$ cat config.mk
export PLATFORM = sky130hd
export DESIGN_NAME = input_cond_flat
export DESIGN_NICKNAME = d
export VERILOG_FILES = /design/src/rtl/input_cond_pkg.sv /design/src/rtl/input_cond_if.sv /design/src/rtl/input_cond_bit.sv /design/src/rtl/input_cond.sv /design/src/flat_wrapper.sv
export SDC_FILE = /design/constraint.sdc
export NUM_CORES = 1
export LEC_CHECK = 0
export CAP_MARGIN = 20
export CORE_MARGIN = 2
export CORE_UTILIZATION = 60
export DETAILED_ROUTE_END_ITERATION = 8
export GPL_TIMING_DRIVEN = 0
export PLACE_DENSITY = 0.86
export SKIP_CTS_REPAIR_TIMING = 1
export SLEW_MARGIN = 20
export SYNTH_ARGS = -nofsm -noshare
export SYNTH_HDL_FRONTEND = slang
export SYNTH_SLANG_ARGS = --single-unit
$ cat constraint.sdc
create_clock -name clk -period 4.5 [get_ports clk]
set_input_delay 0.9 -clock clk [delete_from_list [all_inputs] [get_ports clk]]
set_output_delay 0.9 -clock clk [all_outputs]
set_load 0.02 [all_outputs]
$ cat src/rtl/input_cond_pkg.sv
// Shared defaults and helpers for the input conditioner.
// Board-level widths let the board top build one instance for buttons
// and one for switches from the same defaults.
package input_cond_pkg;

  localparam int INCOND_TICK_DIV_DEF = 1000;
  localparam int INCOND_STABLE_DEF   = 20;
  localparam int INCOND_BTN_W        = 4;
  localparam int INCOND_SW_W         = 8;

  // Counter width for a counter running 0..n-1, never narrower than one bit.
  function automatic int cnt_width(input int n);
    return (n > 1) ? $clog2(n) : 1;
  endfunction

endpackage

$ cat src/rtl/input_cond_if.sv
// Bus between the input conditioner and its consumer (the CPU port logic).
// Optional falling-edge path is present when INPUT_COND_FALL_EVT_EN is defined.
interface input_cond_if #(
  parameter int WIDTH = 8
);

  logic [WIDTH-1:0] raw;
  logic [WIDTH-1:0] evt_clr;
  logic [WIDTH-1:0] state;
  logic [WIDTH-1:0] rise;
  logic [WIDTH-1:0] evt;
  logic             irq;
`ifdef INPUT_COND_FALL_EVT_EN
  logic [WIDTH-1:0] fevt_clr;
  logic [WIDTH-1:0] fall;
  logic [WIDTH-1:0] fevt;

  modport master (
    output raw, evt_clr, fevt_clr,
    input  state, rise, evt, fall, fevt, irq
  );

  modport slave (
    input  raw, evt_clr, fevt_clr,
    output state, rise, evt, fall, fevt, irq
  );
`else
  modport master (
    output raw, evt_clr,
    input  state, rise, evt, irq
  );

  modport slave (
    input  raw, evt_clr,
    output state, rise, evt, irq
  );
`endif

endinterface

$ cat src/rtl/input_cond_bit.sv
// Single-bit conditioner: 2-FF synchronizer, tick-based debounce, edge pulse
// and sticky write-1-to-clear event flag. Optional falling-edge path is
// built when INPUT_COND_FALL_EVT_EN is defined.
module input_cond_bit
  import input_cond_pkg::*;
#(
  parameter int STABLE_TICKS = INCOND_STABLE_DEF
) (
  input  logic clk,
  input  logic reset,
  input  logic raw,
  input  logic evt_clr,
  input  logic tick,
  output logic state,
  output logic rise,
  output logic evt,
  output logic evt_next
`ifdef INPUT_COND_FALL_EVT_EN
  ,
  input  logic fevt_clr,
  output logic fall,
  output logic fevt,
  output logic fevt_next
`endif
);

  localparam int            CW       = cnt_width(STABLE_TICKS);
  localparam logic [CW-1:0] CNT_LAST = CW'(STABLE_TICKS - 1);

  logic          s1_q, s1_d;
  logic          s2_q, s2_d;
  logic [CW-1:0] cnt_q, cnt_d;
  logic          state_q, state_d;
  logic          rise_q, rise_d;
  logic          evt_q, evt_d;
`ifdef INPUT_COND_FALL_EVT_EN
  logic          fall_q, fall_d;
  logic          fevt_q, fevt_d;
`endif

  // Next-state: synchronizer shift, debounce count on ticks, edge/event flags.
  // NOTE: every variable gets a default first, so no path can infer a latch.
  always_comb begin
    s1_d    = raw;
    s2_d    = s1_q;
    cnt_d   = cnt_q;
    state_d = state_q;
    rise_d  = 1'b0;
`ifdef INPUT_COND_FALL_EVT_EN
    fall_d  = 1'b0;
`endif
    if (tick) begin
      if (s2_q == state_q) begin
        // Bounce back to the debounced level restarts the count.
        cnt_d = '0;
      end else if (cnt_q == CNT_LAST) begin
        state_d = s2_q;
        cnt_d   = '0;
        rise_d  = s2_q;
`ifdef INPUT_COND_FALL_EVT_EN
        fall_d  = ~s2_q;
`endif
      end else begin
        cnt_d = cnt_q + 1'b1;
      end
    end
    // Set beats clear when both land on the same edge.
    evt_d  = rise_d | (evt_q & ~evt_clr);
`ifdef INPUT_COND_FALL_EVT_EN
    fevt_d = fall_d | (fevt_q & ~fevt_clr);
`endif
  end

  // State registers with asynchronous active-low reset.
  // NOTE: non-blocking assignments make every flop sample pre-edge values,
  // which keeps the two synchronizer stages from collapsing into one.
  always_ff @(posedge clk or negedge reset) begin
    if (!reset) begin
      s1_q    <= 1'b0;
      s2_q    <= 1'b0;
      cnt_q   <= '0;
      state_q <= 1'b0;
      rise_q  <= 1'b0;
      evt_q   <= 1'b0;
`ifdef INPUT_COND_FALL_EVT_EN
      fall_q  <= 1'b0;
      fevt_q  <= 1'b0;
`endif
    end else begin
      s1_q    <= s1_d;
      s2_q    <= s2_d;
      cnt_q   <= cnt_d;
      state_q <= state_d;
      rise_q  <= rise_d;
      evt_q   <= evt_d;
`ifdef INPUT_COND_FALL_EVT_EN
      fall_q  <= fall_d;
      fevt_q  <= fevt_d;
`endif
    end
  end

  assign state    = state_q;
  assign rise     = rise_q;
  assign evt      = evt_q;
  assign evt_next = evt_d;
`ifdef INPUT_COND_FALL_EVT_EN
  assign fall      = fall_q;
  assign fevt      = fevt_q;
  assign fevt_next = fevt_d;
`endif

endmodule

$ cat src/rtl/input_cond.sv
// Input conditioner for the board buttons/switches feeding PORTI/PORTJ.
// One shared sample-tick generator drives WIDTH per-bit conditioners; the
// interrupt request is the registered OR of the next event flags so it
// moves together with evt. Define INPUT_COND_FALL_EVT_EN for fall/fevt.
module input_cond
  import input_cond_pkg::*;
#(
  parameter int WIDTH        = 8,
  parameter int TICK_DIV     = INCOND_TICK_DIV_DEF,
  parameter int STABLE_TICKS = INCOND_STABLE_DEF
) (
  input  logic         clk,
  input  logic         reset,
  input_cond_if.slave  bus
);

  localparam int            TW        = cnt_width(TICK_DIV);
  localparam logic [TW-1:0] TICK_LAST = TW'(TICK_DIV - 1);

  logic [TW-1:0]    tcnt_q, tcnt_d;
  logic             tick;
  logic             irq_q, irq_d;
  logic [WIDTH-1:0] state_w, rise_w, evt_w, evt_next_w;
`ifdef INPUT_COND_FALL_EVT_EN
  logic [WIDTH-1:0] fall_w, fevt_w, fevt_next_w;
`endif

  // Sample tick: one cycle out of every TICK_DIV, and irq from next flags.
  always_comb begin
    tick   = (tcnt_q == TICK_LAST);
    tcnt_d = tick ? '0 : tcnt_q + 1'b1;
    irq_d  = |evt_next_w;
`ifdef INPUT_COND_FALL_EVT_EN
    irq_d  = irq_d | (|fevt_next_w);
`endif
  end

  // Tick counter and interrupt register.
  always_ff @(posedge clk or negedge reset) begin
    if (!reset) begin
      tcnt_q <= '0;
      irq_q  <= 1'b0;
    end else begin
      tcnt_q <= tcnt_d;
      irq_q  <= irq_d;
    end
  end

  for (genvar i = 0; i < WIDTH; i++) begin : g_bit
    input_cond_bit #(
      .STABLE_TICKS(STABLE_TICKS)
    ) u_bit (
      .clk      (clk),
      .reset    (reset),
      .raw      (bus.raw[i]),
      .evt_clr  (bus.evt_clr[i]),
      .tick     (tick),
      .state    (state_w[i]),
      .rise     (rise_w[i]),
      .evt      (evt_w[i]),
      .evt_next (evt_next_w[i])
`ifdef INPUT_COND_FALL_EVT_EN
      ,
      .fevt_clr (bus.fevt_clr[i]),
      .fall     (fall_w[i]),
      .fevt     (fevt_w[i]),
      .fevt_next(fevt_next_w[i])
`endif
    );
  end

  assign bus.state = state_w;
  assign bus.rise  = rise_w;
  assign bus.evt   = evt_w;
  assign bus.irq   = irq_q;
`ifdef INPUT_COND_FALL_EVT_EN
  assign bus.fall  = fall_w;
  assign bus.fevt  = fevt_w;
`endif

endmodule

$ cat src/flat_wrapper.sv
// flat-port wrapper written by rule: the top's interface ports become plain ports
module input_cond_flat import input_cond_pkg::*;
#(
  parameter int WIDTH        = 8,
  parameter int TICK_DIV     = INCOND_TICK_DIV_DEF,
  parameter int STABLE_TICKS = INCOND_STABLE_DEF
)
  (clk, reset, bus_raw, bus_evt_clr, bus_state, bus_rise, bus_evt, bus_irq);
  input_cond_if #(.WIDTH(WIDTH)) bus_i ();
  input  logic clk;
  input  logic reset;
  input wire logic [$bits(bus_i.raw)-1:0] bus_raw;
  input wire logic [$bits(bus_i.evt_clr)-1:0] bus_evt_clr;
  output wire logic [$bits(bus_i.state)-1:0] bus_state;
  output wire logic [$bits(bus_i.rise)-1:0] bus_rise;
  output wire logic [$bits(bus_i.evt)-1:0] bus_evt;
  output wire logic [$bits(bus_i.irq)-1:0] bus_irq;
  assign bus_i.raw = bus_raw;
  assign bus_i.evt_clr = bus_evt_clr;
  assign bus_state = bus_i.state;
  assign bus_rise = bus_i.rise;
  assign bus_evt = bus_i.evt;
  assign bus_irq = bus_i.irq;
  input_cond #(.WIDTH(WIDTH), .TICK_DIV(TICK_DIV), .STABLE_TICKS(STABLE_TICKS)) u_core (.clk(clk), .reset(reset), .bus(bus_i));
endmodule
==> qor.yml <==
status: "finished clean"
routedWlPerCell_microns: 15.7
seq_area_sq_mm: 0.00228
io_pins: 43
clk_pin_slew_worst_paths_ps: 80
maxCapViolCount: 0
post-route-min-period_ps: 2720
grt_max_degree: 58
gr-total-overflow: 0
synth_cell_types: 47
io_buffers: 42
synth_edf_count: 0
syn_avg_cell_area_sq_um: 10.7
dp_cells: 533
crit_path_end_kind: "flop"
synth-main-ff-cell: "dfrtp_1"
slowest_stage: "nor4_2"
synth_common_cells: "dfrtp_1 (91), nand2_1 (41), o21ai_0 (34)"
path_buf_inv: 2
num_antenna_cells: 0
grt_usage_pct: 24.0
wl_met2_mm: 4.27
worstSetupStartpointType: "flop"
cts_tree: "yes"
cp_common_cell: "buf_2"
rsz0062_at_grt: "no"
die_h_microns: 87.7
final_util_pct: 72.8
routed.top_layer: "met4"
worstPathRequired_ps: 4750
fmax_mhz: 368
avgViaCountPerCell: 5.80
cts_root_buf: "clkbuf_8"
syn_inst: 394
drtIter0Drc: 335
finalPower_mw: 1.39
place.gp.congestion: 0.851
relSlewSlack_pct: 33.4
ir_drop_mv: 0.171
ant_nets: 0
synthMostInstantiatedCell: "dfrtp_1"
worstMarginPinSlew_ps: 990
netlist_top_cells_area: "dfrtp_1 (54%), buf_4 (4.3%), o21ai_0 (4.0%)"
core_area_sq_mm: 0.00679
clock_latency_ps: 360
cts.htree.levels: 3
synth-warning-count: 0
crit_family: "simple AND/OR/NAND/NOR gates"
finalHoldViolCount: 0
finalInstanceArea_sq_mm: 0.00495
min_path_type: "flop to flop"
async_reset_ff_share_pct: 100
rrSetupSlack_ps: 1780
multiInputGateArea_sq_mm: 0.00165
clock_skew_ps: 7.43
ys_seq_area_share_pct: 54.2
drt_first_pass_iters: 5
grt_pass1_wl_mm: 14.3
tns_ps: 0
p_leak_nw: 2.21
met1Wirelength_mm: 3.69
clockBufferDepth: 2
synth_nets: 421
worst_ep_arrival_time_ps: 2960
yosysTopAreaCellShare_pct: 54.2
cpPeakStageDelay_ps: 830
antenna_found_initial: 0
rows: 30
numCtsBuffers: 9
p_per_area_mw_per_mm2: 280
holdWs_ps: 355
syn_area_sq_mm: 0.00420
clock-sinks: 91
nets: 475
wirelength_mm: 8.63
area.growth.synth_to_final_pct: 17.7
dp_slack_ps: 1860
instances_no_fill: 548
setup_violations: 0
path_cells: "ha_1 -> nand4b_2 -> nor4_2 -> buf_2 -> buf_2 -> o21ai_0 -> o2bb2ai_1"
synth_top_cell_by_area: "dfrtp_1"
routed-via-count: 3179
placed_area_sq_mm: 0.00477
crit_fanout: 10
critical_path_class: "flop to flop"
setup_slack_ps: 1780
min_period_over_period_pct: 60.4
die-area_sq_mm: 0.00769
drc_errors: 0
yosys_register_bits: 91
met3_length_microns: 478
final_layout_size_suffix_gt1_share_pct: 13.3
initial_core_util_pct: 61.9
maxSlewViolCount: 0
die_x_microns: 87.7
fillCellCount: 459
dp_hpwl_mm: 5.92
grt_pass1_vias: 3147
-- cell families after synthesis --
logic type / after synthesis / synth area share, %
flip-flops: 91 / 54.2
buffers and inverters: 47 / 6.64
multiplexers: 10 / 2.65
adder cells (fa/ha/maj): 9 / 2.68
XOR/XNOR: 15 / 3.13
AND/OR/NAND/NOR: 147 / 19.5
AO/OA/AOI/OAI: 75 / 11.2
-- report_power, final --
group / internal [mW] / switching [mW]
logic: 0.0212 / 0.0259
clock network: 0.242 / 0.270
registers: 0.824 / 0.00458
total: 1.09 / 0.300
-- cells in the final DEF (no fill, tap or decap), drive strengths merged, types with 9 or more instances in the layout --
master         count
nor2              20
xnor2             10
dfrtp             91
inv               14
ha                 9
clkdlybuf4s50     41
o21ai             34
nand2             41
clkbuf            17
nand3             23
mux2               9
nand2b            14
buf               31
-- state kept, by name, summed over array words and instances (netlist names) --
register / cells
u_core.g_bit.u_bit.evt: 8
u_core.g_bit.u_bit.state: 8
u_core.tcnt_q: 10
u_core.g_bit.u_bit.rise: 8
u_core.bus.irq: 1
u_core.g_bit.u_bit.s2_q: 8
u_core.g_bit.u_bit.s1_q: 8
u_core.g_bit.u_bit.cnt_q: 40
-- final timing paths --
check                                                  to                        from  cells after the start
setup reg to reg           u_core.g_bit[6].u_bit.cnt_q[2]            u_core.tcnt_q[0]                      7
min in group asynchronous                u_core.tcnt_q[5]                       reset                      1
max in group asynchronous      u_core.g_bit[4].u_bit.rise                       reset                      2
hold / removal                 u_core.g_bit[1].u_bit.s2_q  u_core.g_bit[1].u_bit.s1_q                      0
setup / recovery           u_core.g_bit[6].u_bit.cnt_q[2]            u_core.tcnt_q[0]                      7
hold reg to reg                u_core.g_bit[1].u_bit.s2_q  u_core.g_bit[1].u_bit.s1_q                      0
-- final cells by class --
class,instances,area share (%)
flip-flops and latches,91,46.0
multi-input cells,256,33.3
repair buffers,43,9.00
plain buffers,33,4.58
clock buffers,13,3.41
well taps,96,2.43
inverters,14,1.06
clock inverters,2,0.202
-- worst reg2reg max path: stages (launching register included) --
cell and delay (ps):
dfrtp_1 380, ha_1 270, nand4b_2 160, nor4_2 840, buf_2 420, buf_2 290
o21ai_0 120, o2bb2ai_1 130
-- routing by layer --
layer	vias to the layer above	track usage, %
met5	-	0
met4	0	10.5
met3	21	4.24
met2	120	39.7
met1	1557	31.2
li1	1481	-
Note: power is estimated with default switching activity, not from simulation.
